$ cat src/rtl/data_mover_sched.sv
// data_mover_sched: round-robin scheduler sharing one data_mover among NREQ requesters,
// validating each descriptor before launch and returning a completion record.
module data_mover_sched #(
  parameter int NREQ = 4,
  parameter int DW   = 512,
  parameter int IDW  = 3
) (
  input  logic              clk,
  input  logic              reset,
  input  logic [NREQ-1:0]   req_valid,
  output logic [NREQ-1:0]   req_ready,
  input  logic [NREQ*64-1:0] req_src,
  input  logic [NREQ*64-1:0] req_dst,
  input  logic [NREQ*64-1:0] req_len,
  input  logic [NREQ*13-1:0] req_burst,
  output logic [63:0]       dm_src_address,
  output logic [63:0]       dm_dst_address,
  output logic [63:0]       dm_byte_count,
  output logic [12:0]       dm_burst_size,
  output logic              dm_start,
  input  logic              dm_idle,
  output logic              cmp_valid,
  input  logic              cmp_ready,
  output logic [IDW-1:0]    cmp_id,
  output logic [1:0]        cmp_status,
  output logic [31:0]       cmp_cycles,
  output logic              busy
);
  localparam logic [12:0] MIN_BURST = 13'(DW / 8);
  typedef enum logic [2:0] {IDLE, CHECK, START, RUN, COMPLETE} state_t;
  state_t state, nxt;
  logic [IDW-1:0] ptr, win;
  logic found;
  logic [1:0] chk;
  logic [63:0] mask;
  logic [31:0] cyc;
  always_comb begin
    win = '0;
    found = 1'b0;
    for (int k = 1; k <= NREQ; k++) begin
      if (!found && req_valid[(int'(ptr) + k) % NREQ]) begin
        win = IDW'((int'(ptr) + k) % NREQ);
        found = 1'b1;
      end
    end
  end
  // burst is a validated power of two before the length/alignment masks are trusted
  assign mask = {51'b0, dm_burst_size - 13'd1};
  assign chk = (dm_burst_size == 13'd0 || (dm_burst_size & (dm_burst_size - 13'd1)) != 13'd0 ||
                dm_burst_size < MIN_BURST || dm_burst_size > 13'd4096 ||
                (32'(dm_burst_size) / 32'(DW / 8)) > 32'd256) ? 2'd1 :
               (dm_byte_count == 64'd0 || (dm_byte_count & mask) != 64'd0) ? 2'd2 :
               (((dm_src_address | dm_dst_address) & mask) != 64'd0) ? 2'd3 : 2'd0;
  always_comb begin
    nxt = state;
    case (state)
      IDLE:     nxt = found ? CHECK : IDLE;
      CHECK:    nxt = (chk != 2'd0) ? COMPLETE : START;
      START:    nxt = RUN;
      RUN:      nxt = dm_idle ? COMPLETE : RUN;
      COMPLETE: nxt = cmp_ready ? IDLE : COMPLETE;
      default:  nxt = IDLE;
    endcase
  end
  always_ff @(posedge clk or posedge reset) begin
    if (reset) state <= IDLE;
    else state <= nxt;
  end
  always_ff @(posedge clk or posedge reset) begin
    if (reset) begin
      ptr <= IDW'(NREQ - 1);
      dm_src_address <= '0;
      dm_dst_address <= '0;
      dm_byte_count <= '0;
      dm_burst_size <= '0;
      cmp_id <= '0;
      cmp_status <= '0;
      cyc <= '0;
    end else begin
      if (state == IDLE && found) begin
        ptr <= win;
        cmp_id <= win;
        dm_src_address <= req_src[64*win +: 64];
        dm_dst_address <= req_dst[64*win +: 64];
        dm_byte_count <= req_len[64*win +: 64];
        dm_burst_size <= req_burst[13*win +: 13];
        cyc <= '0;
      end
      if (state == CHECK) cmp_status <= chk;
      if (state == START) cyc <= '0;
      if (state == RUN && cyc != '1) cyc <= cyc + 32'd1;
    end
  end
  assign req_ready = (state == IDLE && found && !reset) ? NREQ'(1) << win : '0;
  assign dm_start = (state == START);
  assign cmp_valid = (state == COMPLETE);
  assign busy = (state != IDLE);
  assign cmp_cycles = cyc;
endmodule

$ cat config.mk
export PLATFORM = sky130hd
export DESIGN_NAME = data_mover_sched
export DESIGN_NICKNAME = d
export VERILOG_FILES = /design/src/rtl/data_mover_sched.sv
export SDC_FILE = /design/constraint.sdc
export NUM_CORES = 1
export LEC_CHECK = 0
export ABC_AREA = 1
export BUFFER_PORTS_ARGS = -buffer_cell sky130_fd_sc_hd__buf_2
export CAP_MARGIN = 0
export CORE_AREA = 2 2 421 423
export DETAILED_ROUTE_END_ITERATION = 16
export DIE_AREA = 0 0 423 425
export PLACE_DENSITY_LB_ADDON = 0.05
export SYNTH_ARGS = -nofsm -noshare
export SYNTH_HDL_FRONTEND = slang
export SYNTH_SLANG_ARGS = --single-unit
export TNS_END_PERCENT = 5
$ cat constraint.sdc
create_clock -name clk -period 10.3 [get_ports clk]
set_clock_uncertainty 0.15 [all_clocks]
set_input_delay 0.515 -clock clk [delete_from_list [all_inputs] [get_ports clk]]
set_output_delay 0.515 -clock clk [all_outputs]
set_load 0.03 [all_outputs]
## After elaboration in Yosys (flattened, before gate mapping)

Cells that the tools add are included.
W data, S select, Z words.

| cells by class | value |
|---|---|
| $add $sub $neg | 6 |
| multiply operators | 1 |
| $lt $le $gt $ge | 7 |
| equal/unequal tests | 5 |
| shift operators | 5 |
| mux-type cells | 32 |
| bitwise gates (word level) | 8 |
| reductions and logical operators | 28 |

Operators with widths:

| operator | number |
|---|---|
| $shiftx A256 B10 Y64 | 3 |
| $and A64 B13 Y64 | 2 |
| $reduce_bool A64 Y1 | 2 |
| $mux W32 | 3 |
| $logic_not A64 Y1 | 1 |
| $or A64 B64 Y64 | 1 |
| $shiftx A52 B8 Y13 | 1 |
| $add A32 B1 Y32 const B | 1 |
| $ne A32 B32 Y1 const B | 1 |
| $mux W3 | 7 |
| $lt A3 B4 Y1 const B | 4 |
| $pmux W3 S5 | 1 |
| $and A13 B13 Y13 | 1 |
| $gt A13 B13 Y1 const B | 1 |
| $logic_not A13 Y1 | 1 |
| $lt A13 B7 Y1 const B | 1 |
| $mux W1 | 13 |
| $reduce_bool A13 Y1 | 1 |
| $sub A13 B1 Y13 const B | 1 |
| $gt A7 B9 Y1 const B | 1 |
| $bmux W1 S2 | 4 |
| $reduce_or A2 Y1 | 4 |
| $mul A4 B3 Y7 const A | 1 |
| $eq A3 B2 Y1 const B | 2 |
| other kinds (14) | 34 |

| word-level totals | value |
|---|---|
| register bits after elaboration | 247 |
| input port bits | 828 |
| output and inout bits | 249 |
| word-level logic and storage cells | 101 |

## Logic depth before layout (Yosys ltp)

Gate-level depths: netlist of the first run.

| logic depth | value |
|---|---|
| depth in word-level cells | 20 |
| gate-level depth with buffers | 18 |
| gate-level depth less buffers | 16 |

## Worst setup path before layout of the first run

No wires, ideal clock.

| path | value |
|---|---|
| kind | input to output |
| from | input reset |
| to | output req_ready[0] |
| arrival time | 7.144 ns |
| required time | 9.635 ns |
| setup slack | 2.491 ns |
| stages on the path | 3 |
| buffers on the path | 0 |
| path through | inv_1 > nand2_1 > nor3_1 |

| between the ends | value |
|---|---|
| cells in the longest elaborated chain, start to end | 3 |

Ends and longest elaborated chain:

| what | RTL line | source |
|---|---|---|
| start, declared | 9 | `input logic reset,` |
| $logic_not A1 Y1 | 94 | `assign req_ready = (state == IDLE && found && !reset) ? NREQ'(1) << win : '0;` |
| $logic_and A1 B1 Y1 | 94 |  |
| $mux W4 | 94 |  |
| end, declared | 11 | `output logic [NREQ-1:0] req_ready,` |

No other way between the ends.

## Worst setup path after layout of the first run

| path | value |
|---|---|
| from | register ptr[0] |
| to | register dm_src_address[54] |

| between the ends | value |
|---|---|
| cells in the longest elaborated chain, start to end | 15 |
| elaborated cells between the ends (all ways) | 40 |
| those cells by class | 4 x add/sub; 1 x shift; 20 x mux; 4 x bitwise; 11 x reduce/logical |

Ends and longest elaborated chain:

| what | RTL line | source |
|---|---|---|
| start, declared | 32 | `logic [IDW-1:0] ptr, win;` |
| start signal, assigned | 71 | `ptr <= IDW'(NREQ - 1);` |
| start signal, assigned | 81 | `ptr <= win;` |
| $add A2 B1 Y2 | 41, 42 |  |
| $bmux W1 S2 | 41 | `if (!found && req_valid[(int'(ptr) + k) % NREQ]) begin` |
| $mux W1 (implied by the code) (2 in series) | 41 |  |
| $mux W1 | 41 |  |
| $logic_not A1 Y1 | 41 |  |
| $logic_and A1 B1 Y1 | 41 |  |
| $mux W1 | 41 |  |
| $logic_not A1 Y1 | 41 |  |
| $logic_and A1 B1 Y1 | 41 |  |
| $mux W1 | 41 |  |
| $logic_not A1 Y1 | 41 |  |
| $logic_and A1 B1 Y1 | 41 |  |
| $mux W3 / $mux W1 (equally long branches) | 41 |  |
| $shiftx A256 B10 Y64 / $logic_and A1 B1 Y1 (equally long branches) | 83, 80 |  |
| end signal, assigned | 83 | `dm_src_address <= req_src[64*win +: 64];` |
| end, declared | 16 | `output logic [63:0] dm_src_address,` |

Several ways; a longest one is shown, not always the timed one. The select of a mux whose other input is x is not followed.
A chain may end at the register's enable or synchronous reset.

==> metrics.txt, run 1 <==
status finished clean; Yosys Warn Count 0; initial antenna violation count around 50; adder-cell share of the synthesized area 0.902%; drt pass-1 iters 5; post-detail-place hpwl 108000 µm; Hold Path Class input port to flip-flop; CTS root buf clkbuf_16; area growth from synthesis to layout 44.6%; EDFF count, synth 0; # port buffers about 1100; wire length per cell 21.4 µm; leakage 16.3 nW; DR iter-0 viols approximately 1300; vias in the first global route 25916; Critical Path AT 5.30 ns; die width 423 µm; Critical Path RT 10.68 ns; clk buf depth 3; Top Ports 1077; worst-skew pair later-pin latency around 0.60 ns; Seq/Total Area, Yosys roughly a third; R2R Path Start ptr[0]$_DFFE_PP1P_; final setup vio count 0; Post-CTS Resized 0; Max Cap Viol 0; Worst setup SP type flip-flop; Hold Violations, Final 0; max frequency roughly 200 MHz; CTS clk-pin slew, worst paths 0.06 ns; TritonCTS clock tree built; Synth Flop Type dfrtp_1; origin of the worst setup path ptr[0]$_DFFE_PP1P_; largest net degree at the start of global routing about 170; Pins Over Slew Limit 0; fill cell count 20997; worst hold margin around 0.14 ns; compound-cell area share of the yosys netlist around 1.8%; Relative slew margins 22.3%; post-synthesis mux area share 0%; setup TNS 0 ns; share of cells above drive strength 1 27.4%; Post-route DRC 0; Synth Area in Simple Gates 56.7%; Core Area 0.175 mm²; hold path start req_len[96]; Pwr Total 0.0127 W; final wirelength 143000 µm; number of synthesized register bits 246; Peak VDD IR 374 µV; synthesized area per cell around 5.8 µm²; Final GP Congestion slightly below 0.8; RSZ-0062 raised after global routing no; Die ar. approximately 0.18 mm²; largest family of logic cells by synthesized area simple AND/OR/NAND/NOR gates; most frequent cells in the layout 2170 x nand2_1, 1075 x buf_2, 439 x nand3_1; routed vias 24834; syn_nets between 4000 and 5000; first-pass GRT wire length 199000 µm; register-to-register path setup slack between 5 and 6 ns; FFs w/ async S/R, synth 100%; Worst Setup End Kind flip-flop; CTS Buf Count 42; GRT overflow 0; row cnt 154; Via density around 3.7; Die Span Y between 400 and 500 µm; largest fanout on the critical path 106; XOR/XNOR Fraction of Synth Area 0.451%; fin nets 5133; most common cell after layout, fill and taps aside nand2_1; clk sinks 246; part of the cycle the worst path needs 47.8%; hold-fix buffer count after cts 3; postcts setup bufs 0; FF/Latch Area 0.00616 mm²; Max H-tree Level 2; CP Class flip-flop to flip-flop; Syn Inst Count around 3400; Total Routing Usage GR 15.3%; Post-Syn Area 0.0194 mm²; Starting Density 11.1%; PD cells 454 mW/mm²; antenna violation net count after detailed routing 0; Synth cell types between 40 and 50; worst-margin pin slew 1.16 ns; fin crit period between 4 and 5 ns; area of the multi-input gates 0.0116 mm²
==> final timing paths <==
check / end / cells past startpoint
worst max-delay path: dm_src_address[54]$_DFFE_PP0P_ / 17
worst min-delay path: dm_byte_count[32]$_DFFE_PP0P_ / 7
worst max register to register: dm_src_address[54]$_DFFE_PP0P_ / 17
worst min register to register: dm_src_address[62]$_DFFE_PP0P_ / 2
max in group asynchronous: dm_dst_address[17]$_DFFE_PP0P_ / 5
min in group asynchronous: cmp_cycles[4]$_DFFE_PP0P_ / 3
==> cell usage after synthesis (2+ instances only) <==
cell | instances | area (µm²)
dfstp_2 | 2 | 52.6
nor4_1 | 13 | 81.3
buf_6 | 38 | 428
nor2_1 | 70 | 263
ha_1 | 14 | 175
dfrtp_1 | 244 | 6110
buf_1 | 5 | 18.8
buf_4 | 24 | 180
or2_2 | 2 | 12.5
buf_2 | 127 | 636
inv_2 | 2 | 7.51
o31ai_1 | 2 | 15.0
clkbuf_1 | 37 | 139
nand2_2 | 2 | 12.5
o21a_1 | 4 | 30.0
a21oi_1 | 11 | 55.1
inv_1 | 62 | 233
xor2_1 | 8 | 70.1
xnor2_1 | 2 | 17.5
nand4_1 | 11 | 68.8
o21ai_0 | 27 | 135
nand2_1 | 2170 | 8150
nand3b_1 | 3 | 22.5
nand3_1 | 439 | 2200
and3_1 | 4 | 25.0
o22ai_1 | 9 | 56.3
nor3_1 | 23 | 115
==> power by group <==
| group | switching [W] | internal, W | leakage, nW | total (W) |
|---|---|---|---|---|
| registers | 0.000388 | 0.00141 | 3.13 | 0.00180 |
| clock network | 0.000597 | 0.000875 | 0.656 | 0.00147 |
| logic | 0.00704 | 0.00242 | 12.5 | 0.00946 |
==> stage by stage <==
stage	setup slack, ns	area [µm²]	utilization, %	instances
floorplan	2.49	19400	-	3369
global placement	5.25	26700	15.2	6584
detailed placement	5.20	26700	15.2	6584
CTS	5.19	28000	16.0	6661
global route	4.91	28100	16.0	6677
finish	5.37	28100	16.0	6680
==> state kept, by name, indices dropped and copies added (netlist names) <==
| register | cells |
|---|---|
| cmp_cycles | 32 |
| dm_dst_address | 64 |
| dm_burst_size | 13 |
| cmp_id | 2 |
| dm_src_address | 64 |
| dm_byte_count | 64 |
| cmp_status | 2 |
| state | 3 |
| ptr | 2 |
==> final cells by class <==
class / instances / share of cell area [%]
multi-input combinational: 2827 / 41.5
sequential: 246 / 21.9
timing repair buffer: 1109 / 20.2
tap: 2340 / 10.4
clock buffer: 62 / 4.26
inverter: 65 / 0.949
clock inverter: 12 / 0.539
antenna: 19 / 0.169
==> cell families (layout without fill, tap and decap cells) <==
logic type                 Yosys count  after routing
xor gates and xnor gates            10             10
AOI/OAI and AO/OA                   59             59
and+or+nand+nor                   2743           2743
DFF                                246            246
buffers and inverters              296           1248
other                                1             20
adders and majority gates           14             14
==> per-layer routing <==
layer / track usage (%) / vias up / part of all wire, %
li1: - / 12373 / -
met1: 17.7 / 11642 / 40
met2: 28.2 / 638 / 52
met3: 3.01 / 161 / 4.7
met4: 4.38 / 20 / 2.4
met5: 0 / - / 0.085
==> worst max-delay path: stages, from the launching register on <==
cell and delay, ns:
dfstp_2 0.60, inv_2 0.14, nand2_1 0.08, nand2_1 0.09, nand2_1 0.11, nand2_2 0.09
nor2_4 0.12, nand3_2 0.15, nand2_8 0.59, buf_4 0.67, buf_4 0.71, buf_4 0.65
nand3_1 0.18, nand2_1 0.11, nand2_1 0.05, nand2_1 0.10, nand2_1 0.05, nand2_1 0.09
Power figures use the tool's default switching activity.
==> inputs of run 2 (changes only) <==
==> constraint.sdc (replaced) <==
create_clock -name clk -period 5.2 [get_ports clk]
set_clock_uncertainty 0.15 [all_clocks]
set_input_delay 0.26 -clock clk [delete_from_list [all_inputs] [get_ports clk]]
set_output_delay 0.26 -clock clk [all_outputs]
set_load 0.03 [all_outputs]
==> run 2 against run 1 <==
Net effect: clock power up 100%; final cell count rose by 8.8%; largest cell class is now non-clock buffers; count of clock-buffer cells in the layout grew 1; register-to-register slack worse by 4.8 ns; setup slack worse by 4.8 ns; via count up 9.8%; first-iteration DRC count decreased by 0.90%; hold slack got worse by 0.096 ns; critical path depth grew 3.
==> metrics.txt, run 2 (synthesis results as in run 1) <==
R2R Path Start ptr[1]$_DFFE_PP1P_ (was ptr[0]$_DFFE_PP1P_); # port buffers 1075 (unchanged); final wirelength 146000 µm (was 143000 µm); register-to-register path setup slack 0.61 ns (was 5.37 ns); PD cells 906 mW/mm² (was 454 mW/mm²); DR iter-0 viols 1314 (was 1326); worst-margin pin slew 1.09 ns (was 1.16 ns); Total Routing Usage GR 15.6% (was 15.3%); CTS clk-pin slew, worst paths 0.06 ns (about the same); Top Ports 1077 (unchanged); postcts setup bufs 0 (unchanged); fin nets 5733 (was 5133); biggest regs dm_byte_count: 64 flops, dm_dst_address: 64 flops, dm_src_address: 64 flops (unchanged); wire length per cell 20.0 µm (was 21.4 µm); clk buf depth 3 (unchanged); R2R cell count 20 (was 17); CP Class flip-flop to flip-flop (unchanged); TritonCTS clock tree built (unchanged); CTS root buf clkbuf_16 (unchanged); worst r2r dst dm_dst_address[21]$_DFFE_PP0P_ (was dm_src_address[54]$_DFFE_PP0P_); Hold Path Class input port to flip-flop (unchanged); Die ar. 0.180 mm² (unchanged); initial antenna violation count 44 (was 49); routed vias 27279 (was 24834); Max H-tree Level 2 (unchanged); Critical Path AT 4.97 ns (was 5.30 ns); clk sinks 246 (unchanged); Relative slew margins 27.3% (was 22.3%); largest fanout on the critical path 69 (was 106); Worst Setup End Kind flip-flop (unchanged); leakage 19.1 nW (was 16.3 nW); setup TNS 0 ns (unchanged); CTS Buf Count 42 (unchanged); row cnt 154 (unchanged); largest net degree at the start of global routing 157 (was 169); Peak VDD IR 788 µV (was 374 µV); Final GP Congestion 0.811 (was 0.782); final setup vio count 0 (unchanged); share of cells above drive strength 1 24.2% (was 27.4%); Via density 3.75 (was 3.72); antenna violation net count after detailed routing 0 (unchanged); hold-fix buffer count after cts 595 (was 3); first-pass GRT wire length 206000 µm (was 199000 µm); Pins Over Slew Limit 0 (unchanged); most frequent cells in the layout 2170 x nand2_1, 1075 x buf_2, 595 x dlygate4sd3_1 (was 2170 x nand2_1, 1075 x buf_2, 439 x nand3_1); Post-CTS Resized 0 (unchanged); post-detail-place hpwl 110000 µm (was 108000 µm); Max Cap Viol 0 (unchanged); Hold Violations, Final 0 (unchanged); fin crit period 4.59 ns (was 4.93 ns); worst-skew pair later-pin latency 0.60 ns (about the same); die width 423 µm (unchanged); Critical Path RT 5.58 ns (was 10.68 ns); part of the cycle the worst path needs 88.2% (was 47.8%); Core Area 0.175 mm² (unchanged); GRT overflow 0 (unchanged); vias in the first global route 28376 (was 25916); Worst setup SP type flip-flop (unchanged); most common cell after layout, fill and taps aside nand2_1 (unchanged); area growth from synthesis to layout 76.3% (was 44.6%); Starting Density 11.1% (unchanged); status finished clean (unchanged); Die Span Y 425 µm (unchanged); hold path depth 7 (unchanged); Worst Hold Path EP dm_burst_size[1]$_DFFE_PP0P_ (was dm_byte_count[32]$_DFFE_PP0P_); max frequency 218 MHz (was 203 MHz); RSZ-0062 raised after global routing no (unchanged); Final Core Density 19.5% (was 16.0%); hold path start req_burst[14] (was req_len[96]); Post-route DRC 0 (unchanged); drt pass-1 iters 5 (unchanged)
[run 2: worst max path at each step]
stage	start	to	slack, ns	cells after the start
4_1_cts	ptr[1]$_DFFE_PP1P_	dm_dst_address[20]$_DFFE_PP0P_	0.50	20
3_3_place_gp	ptr[0]$_DFFE_PP1P_	req_ready[0]	1.43	11
2_1_floorplan	reset	req_ready[0]	0.18	3
3_5_place_dp	ptr[0]$_DFFE_PP1P_	req_ready[0]	1.44	11
5_1_grt	ptr[0]$_DFFE_PP1P_	dm_dst_address[21]$_DFFE_PP0P_	0.23	20
6_report	ptr[1]$_DFFE_PP1P_	dm_dst_address[21]$_DFFE_PP0P_	0.61	20
[run 2: final cells by class]
cell class                      instances  area [µm²]
Timing Repair Buffer                 1709       11800
Clock inverter                          8         146
Sequential cell                       246        6160
Multi-Input combinational cell       2827       11600
Antenna cell                           13        32.5
Tap cell                             2340        2930
Inverter                               65         263
Clock buffer                           63        1250
Fill cell                           20686      141000
[run 2: worst max-delay path: stages (launching register included)]
cell and delay, ns:
dfstp_2 0.59, inv_1 0.12, nand2_1 0.08, nand2_1 0.08
nand2_1 0.10, nand2_2 0.08, inv_2 0.05, nand2_1 0.14
nor2_2 0.24, nand2_8 0.24, nand2_8 0.45, buf_12 0.36
buf_4 0.29, nand2_1 0.07, nand2_1 0.06, dlygate4sd3_1 0.55
nand2_1 0.05, nand2_1 0.08, dlygate4sd3_1 0.55, nand2_1 0.05
nand2_1 0.06
[run 2: through the flow]
step / setup slack, ns / cells / total power (W) / instance area (µm²) / hold WS, ns
floorplan: 0.182 / 3369 / 0.0166 / 19400 / 0.243
global placement: 1.43 / 6592 / 0.0237 / 26900 / 0.312
detailed placement: 1.44 / 6592 / 0.0235 / 26900 / 0.309
CTS: 0.496 / 7258 / 0.0322 / 34200 / 0.00200
global route: 0.230 / 7269 / 0.0345 / 34200 / 0.0628
finish: 0.612 / 7271 / 0.0310 / 34200 / 0.0442
[run 2: routing by layer]
| metal | global-route usage [%] | share of wire [%] |
|---|---|---|
| met5 | 0 | 0.094 |
| met3 | 2.90 | 4.6 |
| met1 | 17.8 | 40 |
| met4 | 3.55 | 1.9 |
| met2 | 29.7 | 53 |
[run 2: power breakdown]
group	internal (W)	total, W	switching (W)	leakage [nW]
clock network	0.00184	0.00300	0.00115	0.683
registers	0.00279	0.00354	0.000749	3.13
logic	0.00977	0.0245	0.0147	15.3
==> inputs of run 3 (changes only) <==
--- a/config.mk
+++ b/config.mk
@@ -8,9 +8,10 @@
 export ABC_AREA = 1
 export BUFFER_PORTS_ARGS = -buffer_cell sky130_fd_sc_hd__buf_2
 export CAP_MARGIN = 0
-export CORE_AREA = 2 2 421 423
+export CORE_AREA = 2 2 416 418
+export CTS_CLUSTER_DIAMETER = 50
 export DETAILED_ROUTE_END_ITERATION = 16
-export DIE_AREA = 0 0 423 425
+export DIE_AREA = 0 0 418 420
 export PLACE_DENSITY_LB_ADDON = 0.05
 export SYNTH_ARGS = -nofsm -noshare
 export SYNTH_HDL_FRONTEND = slang
==> constraint.sdc (replaced) <==
create_clock -name clk -period 3.95 [get_ports clk]
set_clock_uncertainty 0.15 [all_clocks]
set_input_delay 0.1975 -clock clk [delete_from_list [all_inputs] [get_ports clk]]
set_output_delay 0.1975 -clock clk [all_outputs]
set_load 0.03 [all_outputs]
==> run 3 against run 2 <==
Net effect: wire length up 1.7%; power grew 37%; fmax is 25% higher; sequential cell count unchanged; non-clock buffer count is 251 higher; clock power up 96%; hold slack better by 0.011 ns; critical path depth is 3 lower.
==> metrics.txt, run 3 (synthesis results as in run 1) <==
DR iter-0 viols 1248 (was 1314); fin nets 6010 (was 5733); Critical Path RT 4.37 ns (was 5.58 ns); most frequent cells in the layout 2169 x nand2_1, 1075 x buf_2, 817 x dlygate4sd3_1 (was 2170 x nand2_1, 1075 x buf_2, 595 x dlygate4sd3_1); RSZ-0062 raised after global routing yes (was no); R2R cell count 17 (was 20); Worst Setup End Kind flip-flop (unchanged); Core Area 0.171 mm² (was 0.175 mm²); Hold Violations, Final 0 (unchanged); largest fanout on the critical path 95 (was 69); setup TNS 0 ns (unchanged); CP Class flip-flop to flip-flop (unchanged); max frequency 272 MHz (was 218 MHz); Crit path largest cell delay 0.58 ns (was 0.59 ns); CTS root buf clkbuf_16 (unchanged); vias in the first global route 30044 (was 28376); Setup WS pre-CTS 0.612 ns (was 1.44 ns); drt pass-1 iters 5 (unchanged); cell family with most CP delay buffers and inverters (unchanged); R2R Path Start ptr[0]$_DFFE_PP1P_ (was ptr[1]$_DFFE_PP1P_); worst-margin pin slew 0.793 ns (was 1.09 ns); Pins Over Slew Limit 0 (unchanged); fin crit period 3.68 ns (was 4.59 ns); die width 418 µm (was 423 µm); crit path cell chain inv_2, nand2_1, nand2_1, nand2_1, nand2_2, inv_2, nand2_2, nand2_8, buf_16, nand3_1, nand2_1, dlygate4sd3_1, nand2_1, nand2_1, dlygate4sd3_1, nand2_1, nand2_1 (was inv_1, nand2_1, nand2_1, nand2_1, nand2_2, inv_2, nand2_1, nor2_2, nand2_8, nand2_8, buf_12, buf_4, nand2_1, nand2_1, dlygate4sd3_1, nand2_1, nand2_1, dlygate4sd3_1, nand2_1, nand2_1); Total Routing Usage GR 16.3% (was 15.6%); worst-skew pair later-pin latency 0.63 ns (was 0.60 ns); leakage 20.7 nW (was 19.1 nW); Finished Layout Cells 7462 (was 7271); Final WS setup 0.272 ns (was 0.612 ns); Worst Hold Path EP dm_src_address[53]$_DFFE_PP0P_ (was dm_burst_size[1]$_DFFE_PP0P_); CTS clk-pin slew, worst paths 0.05 ns (was 0.06 ns); clk buf depth 3 (unchanged); most used cell, CP nand2_1 (unchanged); Relative slew margins 47.2% (was 27.3%); TritonCTS clock tree built (unchanged); post-detail-place hpwl 112000 µm (was 110000 µm); routed vias 28472 (was 27279); final wirelength 148000 µm (was 146000 µm); register-to-register path setup slack 0.27 ns (was 0.61 ns); most common cell after layout, fill and taps aside nand2_1 (unchanged); worst r2r dst dm_dst_address[16]$_DFFE_PP0P_ (was dm_dst_address[21]$_DFFE_PP0P_); Worst setup SP type flip-flop (unchanged); share of cells above drive strength 1 24.4% (was 24.2%); hold path depth 7 (unchanged); Critical Path AT 4.10 ns (was 4.97 ns); hold path start req_src[53] (was req_burst[14]); # port buffers 1075 (unchanged); Placed Cells 6514 (was 6592); Final GP Congestion 0.802 (was 0.811); postcts setup bufs 0 (unchanged); initial antenna violation count 38 (was 44); Die ar. 0.176 mm² (was 0.180 mm²); Crit path buffers/inverters 5 (was 6); Die Span Y 420 µm (was 425 µm); part of the cycle the worst path needs 93.1% (was 88.2%); Via density 3.82 (was 3.75); fill cell count 19841 (was 20686); area growth from synthesis to layout 94.4% (was 76.3%); first-pass GRT wire length 211000 µm (was 206000 µm); Hold Path Class input port to flip-flop (unchanged); wire length per cell 19.8 µm (was 20.0 µm); PD cells 1130 mW/mm² (was 906 mW/mm²); status finished clean (unchanged); GRT overflow 0 (unchanged); Max H-tree Level 3 (was 2); Top Ports 1077 (unchanged); CTS Buf Count 68 (was 42); largest net degree at the start of global routing 111 (was 157); Post-route DRC 0 (unchanged); final setup vio count 0 (unchanged); Max Cap Viol 0 (unchanged); worst hold margin 0.0548 ns (was 0.0442 ns); clk sinks 246 (unchanged); Peak VDD IR 2170 µV (was 788 µV); row cnt 152 (was 154); Slowest cell on crit path dfstp_2 (unchanged); Starting Density 11.4% (was 11.1%); biggest regs dm_byte_count: 64 flops, dm_dst_address: 64 flops, dm_src_address: 64 flops (unchanged); antenna violation net count after detailed routing 0 (unchanged)
==> run 3: final cells by class <==
type                            count  area [µm²]  area share [%]
Antenna cell                       10        25.0          0.0663
Clock buffer                       87        1920            5.08
Clock inverter                     34         459            1.22
Inverter                           65         263           0.696
Multi-Input combinational cell   2827       11700            30.9
Sequential cell                   246        6160            16.3
Tap cell                         2233        2790            7.40
Timing Repair Buffer             1960       14500            38.3
==> run 3: power breakdown <==
part           switching [W]  internal [W]  total, W
clock network        0.00189       0.00400   0.00589
logic                 0.0196        0.0125    0.0320
registers            0.00101       0.00369   0.00470
==> run 3: per-stage QoR <==
step / area [µm²] / total power, W / utilization [%]
after global placement: 27100 / 0.0323 / 15.9
final: 37800 / 0.0426 / 22.1
after CTS: 37700 / 0.0440 / 22.0
after floorplan: 19400 / 0.0219 / -
after detailed placement: 27100 / 0.0320 / 15.9
after global routing: 37800 / 0.0470 / 22.1
==> run 3: layer usage <==
| layer | vias to the layer above | part of all wire (%) | track usage [%] |
|---|---|---|---|
| met4 | 16 | 1.9 | 3.37 |
| met2 | 687 | 53 | 31.0 |
| met3 | 169 | 4.3 | 3.10 |
| met1 | 13456 | 41 | 18.7 |
| met5 | - | 0.072 | 0 |
| li1 | 14144 | - | - |
==> run 3: worst max-delay path by stage <==
stage | from | to | slack [ns] | cells after the start
floorplan | reset | req_ready[0] | -0.89 | 3
global placement | dm_burst_size[0]$_DFFE_PP0P_ | state[2]$_DFF_PP0_ | 0.60 | 15
detailed placement | dm_burst_size[0]$_DFFE_PP0P_ | cmp_status[1]$_DFFE_PP0N_ | 0.61 | 15
CTS | ptr[0]$_DFFE_PP1P_ | req_ready[0] | 0.03 | 13
global route | ptr[0]$_DFFE_PP1P_ | req_ready[2] | -0.04 | 13
finish | ptr[0]$_DFFE_PP1P_ | dm_dst_address[16]$_DFFE_PP0P_ | 0.27 | 17
==> run 3: repair_timing <==
item                                   in CTS  in global routing
gates resized for setup                     0                  6
setup endpoints to repair                   0                 27
hold buffers                              817                  0
endpoints found under the hold margin     448                  0
==> run 3: worst reg2reg max path: stages, from the launching register on <==
cell and delay, ns:
dfstp_2 0.58, inv_2 0.14, nand2_1 0.08, nand2_1 0.08, nand2_1 0.11, nand2_2 0.09, inv_2 0.06, nand2_2 0.11
nand2_8 0.23, buf_16 0.38, nand3_1 0.22, nand2_1 0.08, dlygate4sd3_1 0.54, nand2_1 0.05, nand2_1 0.08, dlygate4sd3_1 0.54
nand2_1 0.05, nand2_1 0.06
